===== src/rtl/sram_pkg.sv =====
// Shared types, window constants and bus helpers for the SRAM arbiter.
package sram_pkg;

    localparam logic [31:0] BASE_WIN_ADDR = 32'h8000_0000;
    localparam logic [31:0] EXT_WIN_ADDR  = 32'h8040_0000;
    localparam int          WIN_BITS_DEF  = 22;
    localparam int          PADDR_W       = 20;

    typedef enum logic [1:0] {
        B_IDLE = 2'd0,
        B_WR   = 2'd1,
        B_INST = 2'd2
    } base_state_t;

    typedef enum logic {
        E_IDLE = 1'b0,
        E_WR   = 1'b1
    } ext_state_t;

    typedef enum logic {
        WS_IDLE  = 1'b0,
        WS_PULSE = 1'b1
    } wr_state_t;

    // Everything the arbiter drives toward one asynchronous SRAM.
    typedef struct packed {
        logic [PADDR_W-1:0] addr;
        logic [31:0]        wdata;
        logic [3:0]         be_n;
        logic               ce_n;
        logic               oe_n;
        logic               we_n;
    } sram_if_t;

    localparam sram_if_t SRAM_IDLE = '{
        addr:  '0,
        wdata: '0,
        be_n:  4'hF,
        ce_n:  1'b1,
        oe_n:  1'b1,
        we_n:  1'b1
    };

    // True when vaddr falls inside the 2**bits window starting at win.
    function automatic logic win_hit(input logic [31:0] vaddr,
                                     input logic [31:0] win,
                                     input int          bits);
        return (vaddr >> bits) == (win >> bits);
    endfunction

    // Full-word asynchronous read cycle.
    function automatic sram_if_t rd_bus(input logic [PADDR_W-1:0] a);
        sram_if_t b;
        b      = SRAM_IDLE;
        b.addr = a;
        b.be_n = 4'h0;
        b.ce_n = 1'b0;
        b.oe_n = 1'b0;
        return b;
    endfunction

    // Write setup cycle: chip selected, outputs off, no write strobe yet.
    function automatic sram_if_t setup_bus(input logic [PADDR_W-1:0] a,
                                           input logic [31:0]        wd,
                                           input logic [3:0]         be);
        sram_if_t b;
        b       = SRAM_IDLE;
        b.addr  = a;
        b.wdata = wd;
        b.be_n  = ~be;
        b.ce_n  = 1'b0;
        return b;
    endfunction

endpackage


===== src/rtl/sram_wr_seq.sv =====
// Two-phase write sequencer: captures the write payload in the setup cycle
// and produces a one-cycle, register-driven WE_N pulse in the next cycle.
module sram_wr_seq
    import sram_pkg::*;
(
    input  logic               clk,
    input  logic               srst,
    input  logic               start_i,
    input  logic [PADDR_W-1:0] addr_i,
    input  logic [31:0]        wdata_i,
    input  logic [3:0]         be_n_i,
    output logic [PADDR_W-1:0] addr_o,
    output logic [31:0]        wdata_o,
    output logic [3:0]         be_n_o,
    output logic               we_n_o
);

    wr_state_t          state_q;
    logic [PADDR_W-1:0] addr_q;
    logic [31:0]        wdata_q;
    logic [3:0]         be_n_q;
    logic               we_n_q;

    // Setup -> pulse -> idle; WE_N comes straight from a flop so it cannot glitch.
    always_ff @(posedge clk) begin
        if (srst) begin
            state_q <= WS_IDLE;
            addr_q  <= '0;
            wdata_q <= '0;
            be_n_q  <= 4'hF;
            we_n_q  <= 1'b1;
        end else begin
            case (state_q)
                WS_IDLE: begin
                    if (start_i) begin
                        state_q <= WS_PULSE;
                        addr_q  <= addr_i;
                        wdata_q <= wdata_i;
                        be_n_q  <= be_n_i;
                        we_n_q  <= 1'b0;
                    end
                end
                WS_PULSE: begin
                    state_q <= WS_IDLE;
                    we_n_q  <= 1'b1;
                end
                default: begin
                    state_q <= WS_IDLE;
                    we_n_q  <= 1'b1;
                end
            endcase
        end
    end

    assign addr_o  = addr_q;
    assign wdata_o = wdata_q;
    assign be_n_o  = be_n_q;
    assign we_n_o  = we_n_q;

endmodule


===== src/rtl/sram_arbiter.sv =====
// CPU-to-SRAM arbiter: decodes data addresses onto base/ext SRAM, sequences
// two-phase writes and shares base SRAM between fetch and data, stalling the
// CPU when both need it in the same cycle.
module sram_arbiter
    import sram_pkg::*;
#(
    parameter logic [31:0] BASE_ADDR = BASE_WIN_ADDR,
    parameter logic [31:0] EXT_ADDR  = EXT_WIN_ADDR,
    parameter int          WIN_BITS  = WIN_BITS_DEF
) (
    input  logic        CLK,
    input  logic        RST,
    input  logic        I_CE,
    input  logic [31:0] I_VADDR,
    output logic [31:0] I_RDATA,
    input  logic        D_CE,
    input  logic        D_WE,
    input  logic [3:0]  D_BE,
    input  logic [31:0] D_VADDR,
    input  logic [31:0] D_WDATA,
    output logic [31:0] D_RDATA,
    output logic        STALL,
    output logic        ADDR_ERR,
    input  logic [31:0] BASE_RDATA,
    output logic [31:0] BASE_WDATA,
    output logic [19:0] BASE_ADDR_O,
    output logic [3:0]  BASE_BE_N,
    output logic        BASE_CE_N,
    output logic        BASE_OE_N,
    output logic        BASE_WE_N,
    input  logic [31:0] EXT_RDATA,
    output logic [31:0] EXT_WDATA,
    output logic [19:0] EXT_ADDR_O,
    output logic [3:0]  EXT_BE_N,
    output logic        EXT_CE_N,
    output logic        EXT_OE_N,
    output logic        EXT_WE_N
);

    // ---------------- decode ----------------
    logic               i_hit, d_hit_base, d_hit_ext;
    logic               i_ok, d_base_rd, d_base_wr, d_ext_rd, d_ext_wr, err_now;
    logic [PADDR_W-1:0] i_paddr, d_paddr;

    assign i_hit      = win_hit(I_VADDR, BASE_ADDR, WIN_BITS);
    assign d_hit_base = win_hit(D_VADDR, BASE_ADDR, WIN_BITS);
    assign d_hit_ext  = win_hit(D_VADDR, EXT_ADDR, WIN_BITS);
    assign i_paddr    = I_VADDR[WIN_BITS-1:2];
    assign d_paddr    = D_VADDR[WIN_BITS-1:2];

    assign i_ok      = I_CE & i_hit;
    assign d_base_rd = D_CE & d_hit_base & ~D_WE;
    assign d_base_wr = D_CE & d_hit_base & D_WE;
    assign d_ext_rd  = D_CE & d_hit_ext & ~D_WE;
    assign d_ext_wr  = D_CE & d_hit_ext & D_WE;
    // Fetches may only target base; data may target either window.
    assign err_now   = (I_CE & ~i_hit) | (D_CE & ~d_hit_base & ~d_hit_ext);

    // ---------------- state ----------------
    base_state_t base_q, base_d;
    ext_state_t  ext_q, ext_d;
    logic [31:0] d_hold_q, d_hold_d;
    logic        addr_err_q;

    sram_if_t    base_bus, ext_bus;
    logic        base_stall, ext_stall;
    logic        base_wr_start, ext_wr_start;
    logic [31:0] i_rdata_b, base_drdata, ext_drdata;

    logic [PADDR_W-1:0] base_wr_addr, ext_wr_addr;
    logic [31:0]        base_wr_wdata, ext_wr_wdata;
    logic [3:0]         base_wr_be_n, ext_wr_be_n;
    logic               base_wr_we_n, ext_wr_we_n;

    sram_wr_seq u_base_wr (
        .clk     (CLK),
        .srst    (RST),
        .start_i (base_wr_start),
        .addr_i  (d_paddr),
        .wdata_i (D_WDATA),
        .be_n_i  (~D_BE),
        .addr_o  (base_wr_addr),
        .wdata_o (base_wr_wdata),
        .be_n_o  (base_wr_be_n),
        .we_n_o  (base_wr_we_n)
    );

    sram_wr_seq u_ext_wr (
        .clk     (CLK),
        .srst    (RST),
        .start_i (ext_wr_start),
        .addr_i  (d_paddr),
        .wdata_i (D_WDATA),
        .be_n_i  (~D_BE),
        .addr_o  (ext_wr_addr),
        .wdata_o (ext_wr_wdata),
        .be_n_o  (ext_wr_be_n),
        .we_n_o  (ext_wr_we_n)
    );

    // Base SRAM: pick fetch or data each cycle, defer the fetch on conflict.
    always_comb begin
        base_d        = base_q;
        d_hold_d      = d_hold_q;
        base_bus      = SRAM_IDLE;
        base_stall    = 1'b0;
        base_wr_start = 1'b0;
        i_rdata_b     = '0;
        base_drdata   = '0;
        case (base_q)
            B_IDLE: begin
                if (d_base_wr) begin
                    base_bus      = setup_bus(d_paddr, D_WDATA, D_BE);
                    base_stall    = 1'b1;
                    base_wr_start = 1'b1;
                    d_hold_d      = '0;
                    base_d        = B_WR;
                end else if (d_base_rd && I_CE) begin
                    // Data wins the port; its word is parked for next cycle.
                    base_bus    = rd_bus(d_paddr);
                    base_drdata = BASE_RDATA;
                    d_hold_d    = BASE_RDATA;
                    base_stall  = 1'b1;
                    base_d      = B_INST;
                end else if (i_ok) begin
                    base_bus  = rd_bus(i_paddr);
                    i_rdata_b = BASE_RDATA;
                end else if (d_base_rd) begin
                    base_bus    = rd_bus(d_paddr);
                    base_drdata = BASE_RDATA;
                end
            end
            B_WR: begin
                base_bus.addr  = base_wr_addr;
                base_bus.wdata = base_wr_wdata;
                base_bus.be_n  = base_wr_be_n;
                base_bus.ce_n  = 1'b0;
                base_bus.oe_n  = 1'b1;
                base_bus.we_n  = base_wr_we_n;
                base_stall     = I_CE;
                base_d         = I_CE ? B_INST : B_IDLE;
            end
            B_INST: begin
                // The held data request completes here; it is not re-decoded.
                if (i_ok) begin
                    base_bus  = rd_bus(i_paddr);
                    i_rdata_b = BASE_RDATA;
                end
                base_drdata = d_hold_q;
                base_d      = B_IDLE;
            end
            default: base_d = B_IDLE;
        endcase
        if (RST) begin
            base_bus      = SRAM_IDLE;
            base_stall    = 1'b0;
            base_wr_start = 1'b0;
            i_rdata_b     = '0;
            base_drdata   = '0;
        end
    end

    // Ext SRAM: zero-wait reads, one stall cycle per write.
    always_comb begin
        ext_d        = ext_q;
        ext_bus      = SRAM_IDLE;
        ext_stall    = 1'b0;
        ext_wr_start = 1'b0;
        ext_drdata   = '0;
        case (ext_q)
            E_IDLE: begin
                if (d_ext_wr) begin
                    ext_bus      = setup_bus(d_paddr, D_WDATA, D_BE);
                    ext_stall    = 1'b1;
                    ext_wr_start = 1'b1;
                    ext_d        = E_WR;
                end else if (d_ext_rd) begin
                    ext_bus    = rd_bus(d_paddr);
                    ext_drdata = EXT_RDATA;
                end
            end
            E_WR: begin
                ext_bus.addr  = ext_wr_addr;
                ext_bus.wdata = ext_wr_wdata;
                ext_bus.be_n  = ext_wr_be_n;
                ext_bus.ce_n  = 1'b0;
                ext_bus.oe_n  = 1'b1;
                ext_bus.we_n  = ext_wr_we_n;
                ext_d         = E_IDLE;
            end
            default: ext_d = E_IDLE;
        endcase
        if (RST) begin
            ext_bus      = SRAM_IDLE;
            ext_stall    = 1'b0;
            ext_wr_start = 1'b0;
            ext_drdata   = '0;
        end
    end

    // FSM state, conflict hold register and sticky address-error flag.
    always_ff @(posedge CLK) begin
        if (RST) begin
            base_q     <= B_IDLE;
            ext_q      <= E_IDLE;
            d_hold_q   <= '0;
            addr_err_q <= 1'b0;
        end else begin
            base_q     <= base_d;
            ext_q      <= ext_d;
            d_hold_q   <= d_hold_d;
            addr_err_q <= addr_err_q | err_now;
        end
    end

    // ---------------- outputs ----------------
    assign I_RDATA  = i_rdata_b;
    assign D_RDATA  = base_drdata | ext_drdata;
    assign STALL    = base_stall | ext_stall;
    assign ADDR_ERR = addr_err_q;

    assign BASE_ADDR_O = base_bus.addr;
    assign BASE_WDATA  = base_bus.wdata;
    assign BASE_BE_N   = base_bus.be_n;
    assign BASE_CE_N   = base_bus.ce_n;
    assign BASE_OE_N   = base_bus.oe_n;
    assign BASE_WE_N   = base_bus.we_n;

    assign EXT_ADDR_O = ext_bus.addr;
    assign EXT_WDATA  = ext_bus.wdata;
    assign EXT_BE_N   = ext_bus.be_n;
    assign EXT_CE_N   = ext_bus.ce_n;
    assign EXT_OE_N   = ext_bus.oe_n;
    assign EXT_WE_N   = ext_bus.we_n;

endmodule

===== config.mk =====
export PLATFORM = sky130hd
export DESIGN_NAME = sram_arbiter
export DESIGN_NICKNAME = d
export VERILOG_FILES = /design/src/rtl/sram_pkg.sv /design/src/rtl/sram_wr_seq.sv /design/src/rtl/sram_arbiter.sv
export SDC_FILE = /design/constraint.sdc
export NUM_CORES = 1
export LEC_CHECK = 0
export BUFFER_PORTS_ARGS = -buffer_cell sky130_fd_sc_hd__buf_2
export CORE_ASPECT_RATIO = 0.8
export CORE_UTILIZATION = 43
export CTS_CLUSTER_SIZE = 25
export DETAILED_ROUTE_END_ITERATION = 6
export PLACE_DENSITY = 0.71
export SYNTH_ARGS = -nofsm -noshare
export SYNTH_HDL_FRONTEND = slang
export SYNTH_HIERARCHICAL = 1
export SYNTH_SLANG_ARGS = --single-unit
export TNS_END_PERCENT = 30

===== constraint.sdc =====
create_clock -name CLK -period 6.07 [get_ports CLK]
set_input_delay 0.9105 -clock CLK [delete_from_list [all_inputs] [get_ports CLK]]
set_output_delay 0.9105 -clock CLK [all_outputs]
set_load 0.005 [all_outputs]

Word level (Yosys, flattened, before mapping)

Cells that the tools add are included.
W data, S select, Z words.

Register bits after elaboration: 152
Input bits: 169
Output and inout port bits: 184
Logic and storage cells: 101

Equality and inequality tests: 8
Multiplexer cells: 51
Bitwise operators: 22
Reduce and logical (&&, ||, !) cells: 6

Operators by type and width:

| kind                   | number |
|---|---|
| $mux W59               | 9 |
| $mux W32               | 15 |
| $pmux W59 S3           | 1 |
| $pmux W32 S2           | 2 |
| $pmux W59 S2           | 1 |
| $or A32 B32 Y32        | 1 |
| $eq A10 B10 Y1 const B | 3 |
| $mux W1                | 13 |
| $pmux W1 S2            | 6 |
| $and A1 B1 Y1          | 10 |
| $not A1 Y1             | 7 |
| $mux W2                | 3 |
| $reduce_and A2 Y1      | 3 |
| $ne A2 B2 Y1 const B   | 2 |
| $not A4 Y4             | 1 |
| $pmux W2 S2            | 1 |
| $ne A3 B3 Y1 const B   | 1 |
| $or A1 B1 Y1           | 3 |
| $eq A2 B1 Y1 const B   | 1 |
| $eq A2 B2 Y1 const B   | 1 |
| $logic_not A2 Y1       | 1 |
| $reduce_bool A2 Y1     | 1 |
| $logic_and A1 B1 Y1    | 1 |

Depth between registers and ports, before layout

Word-level depth: 10
Mapped depth: 10
Gate-level depth less buffers: 7

Hierarchy

Netlist, hierarchy kept.

By module, submodules not included:

| module       | instances | cells each | area an instance (um^2) | seq. area each (um^2) |
|---|---|---|---|---|
| sram_wr_seq  | 2         | 259        | 2711.4                  | 1161.1 |
| sram_arbiter | 1         | 517        | 3912.5                  | 720.7 |

Worst setup path before layout

No wires, ideal clock.

Path kind: input to output
Start point: input D_VADDR[29]
End point: output EXT_WDATA[24]
Arrival time: 2.235 ns
Required time: 5.159 ns
Slack: 2.925 ns
Cell stages on the path: 7
Buffers on the path: 2
Path through: nor4b_4 > nand3_1 > nor4_2 > and2_1 > buf_6 > buf_12 > a22o_1

Longest elaborated chain between the ends: 6

Ends and longest elaborated chain:

| what                        | line                | text |
|---|---|---|
| from (decl)                 | sram_arbiter.sv:19  | `input logic [31:0] D_VADDR,` |
| $eq A10 B10 Y1              | sram_pkg.sv:48      | `return (vaddr >> bits) == (win >> bits);` |
| $and A1 B1 Y1 (2 in series) | sram_arbiter.sv:55  | `assign d_ext_wr = D_CE & d_hit_ext & D_WE;` |
| $mux W59                    | sram_arbiter.sv:172 | `if (d_ext_wr) begin` |
| $pmux W59 S2                | sram_arbiter.sv:170 | `case (ext_q)` |
| $mux W59                    | sram_arbiter.sv:193 | `if (RST) begin` |
| to (decl)                   | sram_arbiter.sv:32  | `output logic [31:0] EXT_WDATA,` |

Every way passes these cells.

Final worst setup path

Start point: input D_VADDR[29]
End point: output D_RDATA[1]

Longest elaborated chain between the ends: 10
Elaborated cells between the ends (all ways): 20
Those cells by class: eq/ne: 2; mux: 10; bitwise: 7; reduce/logical: 1

Ends and longest elaborated chain:

| what                | line                                   | text |
|---|---|---|
| $eq A10 B10 Y1      | sram_pkg.sv:48                         |  |
| $and A1 B1 Y1       | sram_arbiter.sv:52, sram_arbiter.sv:53 |  |
| $and A1 B1 Y1       | sram_arbiter.sv:52                     | `assign d_base_rd = D_CE & d_hit_base & ~D_WE;` |
| $mux W32            | sram_arbiter.sv:128                    | `end else if (d_base_rd) begin` |
| $mux W32            | sram_arbiter.sv:125                    | `end else if (i_ok) begin` |
| $mux W32            | sram_arbiter.sv:118                    | `end else if (d_base_rd && I_CE) begin` |
| $mux W32            | sram_arbiter.sv:112                    | `if (d_base_wr) begin` |
| $pmux W32 S2        | sram_arbiter.sv:110                    | `case (base_q)` |
| $mux W32            | sram_arbiter.sv:154                    | `if (RST) begin` |
| $or A32 B32 Y32 (*) | sram_arbiter.sv:218                    | `assign D_RDATA = base_drdata \| ext_drdata;` |
| to (decl)           | sram_arbiter.sv:21                     | `output logic [31:0] D_RDATA,` |

Mark *: on every way between the ends. The rest lies on a longest branch, timed or not.

==> run summary <==
Largest family of logic cells by synthesized area: simple AND/OR/NAND/NOR gates
WHS: 0.453 ns
Leakage power: 0.00476 uW
Worst r2r dst: u_base_wr/be_n_o[1]$_SDFFE_PP1P_
Worst Setup SP: D_VADDR[29]
Core area: 21000 um^2
Routed vias/inst: 5.74
Routed vias: 9114
Area of the multi-input gates: 5610 um^2
Worst Hold Class: register to register
Final Cycle Share: 72.7%
P per Cell Area: 191 nW/um^2
IO buf count: 348
Fill cells: 1919
ANT nets after route: 0
WL/cell: 18.5 um
Synth Area in XOR/XNOR: 0%
Delay-heaviest family, CP: simple AND/OR/NAND/NOR gates
Post-CTS Setup Repair Bufs: 0
CTS buffer count: 17
Most frequent cells in the layout: buf_2, dfxtp_1, nand2b_1
Drc violations: 0
Clock latency on the worst-skew pair: 0.42 ns
Count of different cell masters after synthesis: 54
Worst r2r src: base_q[0]$_SDFFE_PP0P_
Crit start category: input pin
Die H: 134 um
Cells after synthesis: 1035
M3 GR Usage: 4.69%
CP required: 5.16 ns
Crit-path slowest cell: and2b_1
Synth Area in Adders: 0%
Met1 Track Usage GR: 34.7%
Crit path largest cell delay: 1.00 ns
Syn-to-layout area delta: 22.9%
Clk_skew: 0.00950 ns
RD Place Congestion: 0.837
Register Area: 3040 um^2
Hold_buf cts: 0
Post-synth ARST share: 0%
Hold EP: u_ext_wr/we_n_o$_SDFFE_PP1P_
Register area share after synthesis: 32.6%
Grt total ovfl: 0
Fin crit period: 4.41 ns
Warnings from Yosys: 6
CTS sink count: 152
M2 GR Usage: 42.3%
Normalized max-slew margin: 17.7%
# setup viols final: 0
Peak VDD IR: 150 uV
Hold path depth: 2
CTS tree: done
Vias in the first global route: 8350
RSZ-0062 raised after global routing: no
H-Tree Level Count: 4
Commonest non-fill, non-tap cell in the layout: buf_2
I/O pin total: 353
First-pass GRT wire length: 46000 um
Total GRT Usage: 25.5%
Share of cells above drive strength 1: 38.1%
Worst Reg-to-Reg Cells: 7
CP Class: input pin to primary output
Pin count of the biggest net entering global routing: 141
Status: finished, final reports clean
Main synth FF type: dfxtp_1
Worst-path clk slew: 0.07 ns
Slew @ Worst Pin: 1.23 ns
Initial Util: 44.5%
Mux contribution to synthesized area: 0.965%
GRT busiest layer: met2
Die Wd: 167 um
Worst path cell trace: buf_2 -> nor4b_4 -> nand3_1 -> nor4_2 -> and2b_1 -> a221o_2 -> buf_2
Final slew viol count: 0
Clock Tree Buf Depth: 2
NumNets Final: 1476
Syn_area_per_cell: 9.02 um^2
Mapped cell area: 9340 um^2
Worst Hold Launch: u_ext_wr/we_n_o$_SDFFE_PP1P_
Post-route setup TNS: 0 ns
Diodes inserted: 0
Antenna violations before repair: 1
Simple-gate share of the synthesized area: 33.3%
Syn Nets: 1204
Hold Vio Cnt, Final: 0
WP buf/inv: 2
DP Wirelength: 19200 um
Num rows: 47
Peak Freq: 227 MHz
Max-Cap Viols: 0
Root buf cell: clkbuf_16
Post-cts resize count: 0
Final WL: 29500 um
First-pass iteration count of the detailed router: 5
Slack of the worst reg-to-reg path: 3.26 ns
DRT iter0 DRCs: 826
CP max FO: 33
Compound-cell area share of the yosys netlist: 25.5%
CP endpoint kind: primary output
FF+latch count, synth: 152
Worst endpoint data arrival time: 3.50 ns
Area of the die: 22300 um^2
Most frequent CP cell: buf_2
Number of flops mapped to enable cells by yosys: 0
==> per-stage QoR <==
step	total power (uW)	utilization, %	instances	area, um^2	setup WS [ns]
global placement	1160	51.9	1557	10900	1.79
floorplan	1070	-	1035	9340	2.92
detailed placement	1160	51.9	1557	10900	1.71
finish	2190	54.7	1589	11500	1.66
global route	2260	54.7	1589	11500	1.48
CTS	2210	54.7	1589	11500	1.69
==> worst max-delay path by stage <==
stage	endpoint	slack [ns]	cells after the start
2_1_floorplan	EXT_WDATA[24]	2.92	7
3_3_place_gp	D_RDATA[1]	1.79	7
3_5_place_dp	D_RDATA[1]	1.71	7
4_1_cts	D_RDATA[1]	1.69	7
5_1_grt	D_RDATA[1]	1.48	7
6_report	D_RDATA[1]	1.66	7
==> layer usage <==
layer / wire length (um) / share of wire [%]
met3: 1630 / 5.5
met4: 295 / 1.0
met1: 13500 / 46
met2: 14000 / 48
met5: 10 / 0.034
==> worst min-delay path, stage by stage (launching register included) <==
cell	delay, ns
dfxtp_1	0.31
inv_1	0.05
o21ai_1	0.05
==> sequential cells by signal, indices dropped and copies added (netlist names), 2 cells and up <==
name               count
u_base_wr/wdata_o     32
u_ext_wr/addr_o       20
u_base_wr/be_n_o       4
u_ext_wr/wdata_o      32
base_q                 2
u_base_wr/addr_o      20
d_hold_q              32
u_ext_wr/be_n_o        4
==> kinds of logic (layout without fill, tap and decap cells) <==
family | after synthesis | in the layout
compound gates | 294 | 294
buf+inv | 119 | 404
flops | 152 | 152
mux | 9 | 9
simple gates | 461 | 461
==> power by group <==
part / leakage [uW] / internal [uW] / switching [uW] / total [uW]
Combinational: 0.00326 / 68.4 / 78.6 / 147
Clock: 0.000276 / 602 / 443 / 1050
Sequential: 0.00122 / 998 / 0.487 / 998
Total: 0.00476 / 1670 / 522 / 2190
==> area by class of cell <==
class,instances,share of cell area (%)
clock buffer,20,4.07
clock inverter,12,0.992
inverter,11,0.360
multi-input combinational,764,48.9
sequential,152,26.5
tap,269,2.93
timing repair buffer,361,16.2
==> Yosys cell counts (2+ instances only) <==
master,number,area (um^2)
nor4_1,2,12.5
nand4bb_1,104,1170
a221o_2,26,293
dfxtp_1,152,3040
buf_4,2,15.0
buf_6,7,78.8
nand2b_1,140,876
nor3_1,2,10.0
inv_1,11,41.3
buf_2,20,100
or2_2,2,12.5
clkbuf_1,65,244
nand3_1,2,10.0
nand4_1,4,25.0
o21ai_0,2,10.0
o21bai_1,2,15.0
buf_12,9,180
nor2b_1,6,37.5
mux2i_1,9,90.1
a22o_1,53,464
o2bb2ai_1,32,280
buf_8,3,45.0
o21ai_2,60,526
a221o_1,5,50.1
a22oi_1,53,398
o211ai_1,8,60.1
nand2_1,53,199
and2b_4,2,20.0
o21ai_1,46,230
or3_1,2,12.5
a21oi_1,2,10.0
and2_1,33,206
nor2_1,95,357
(Power assumes the default switching activity.)
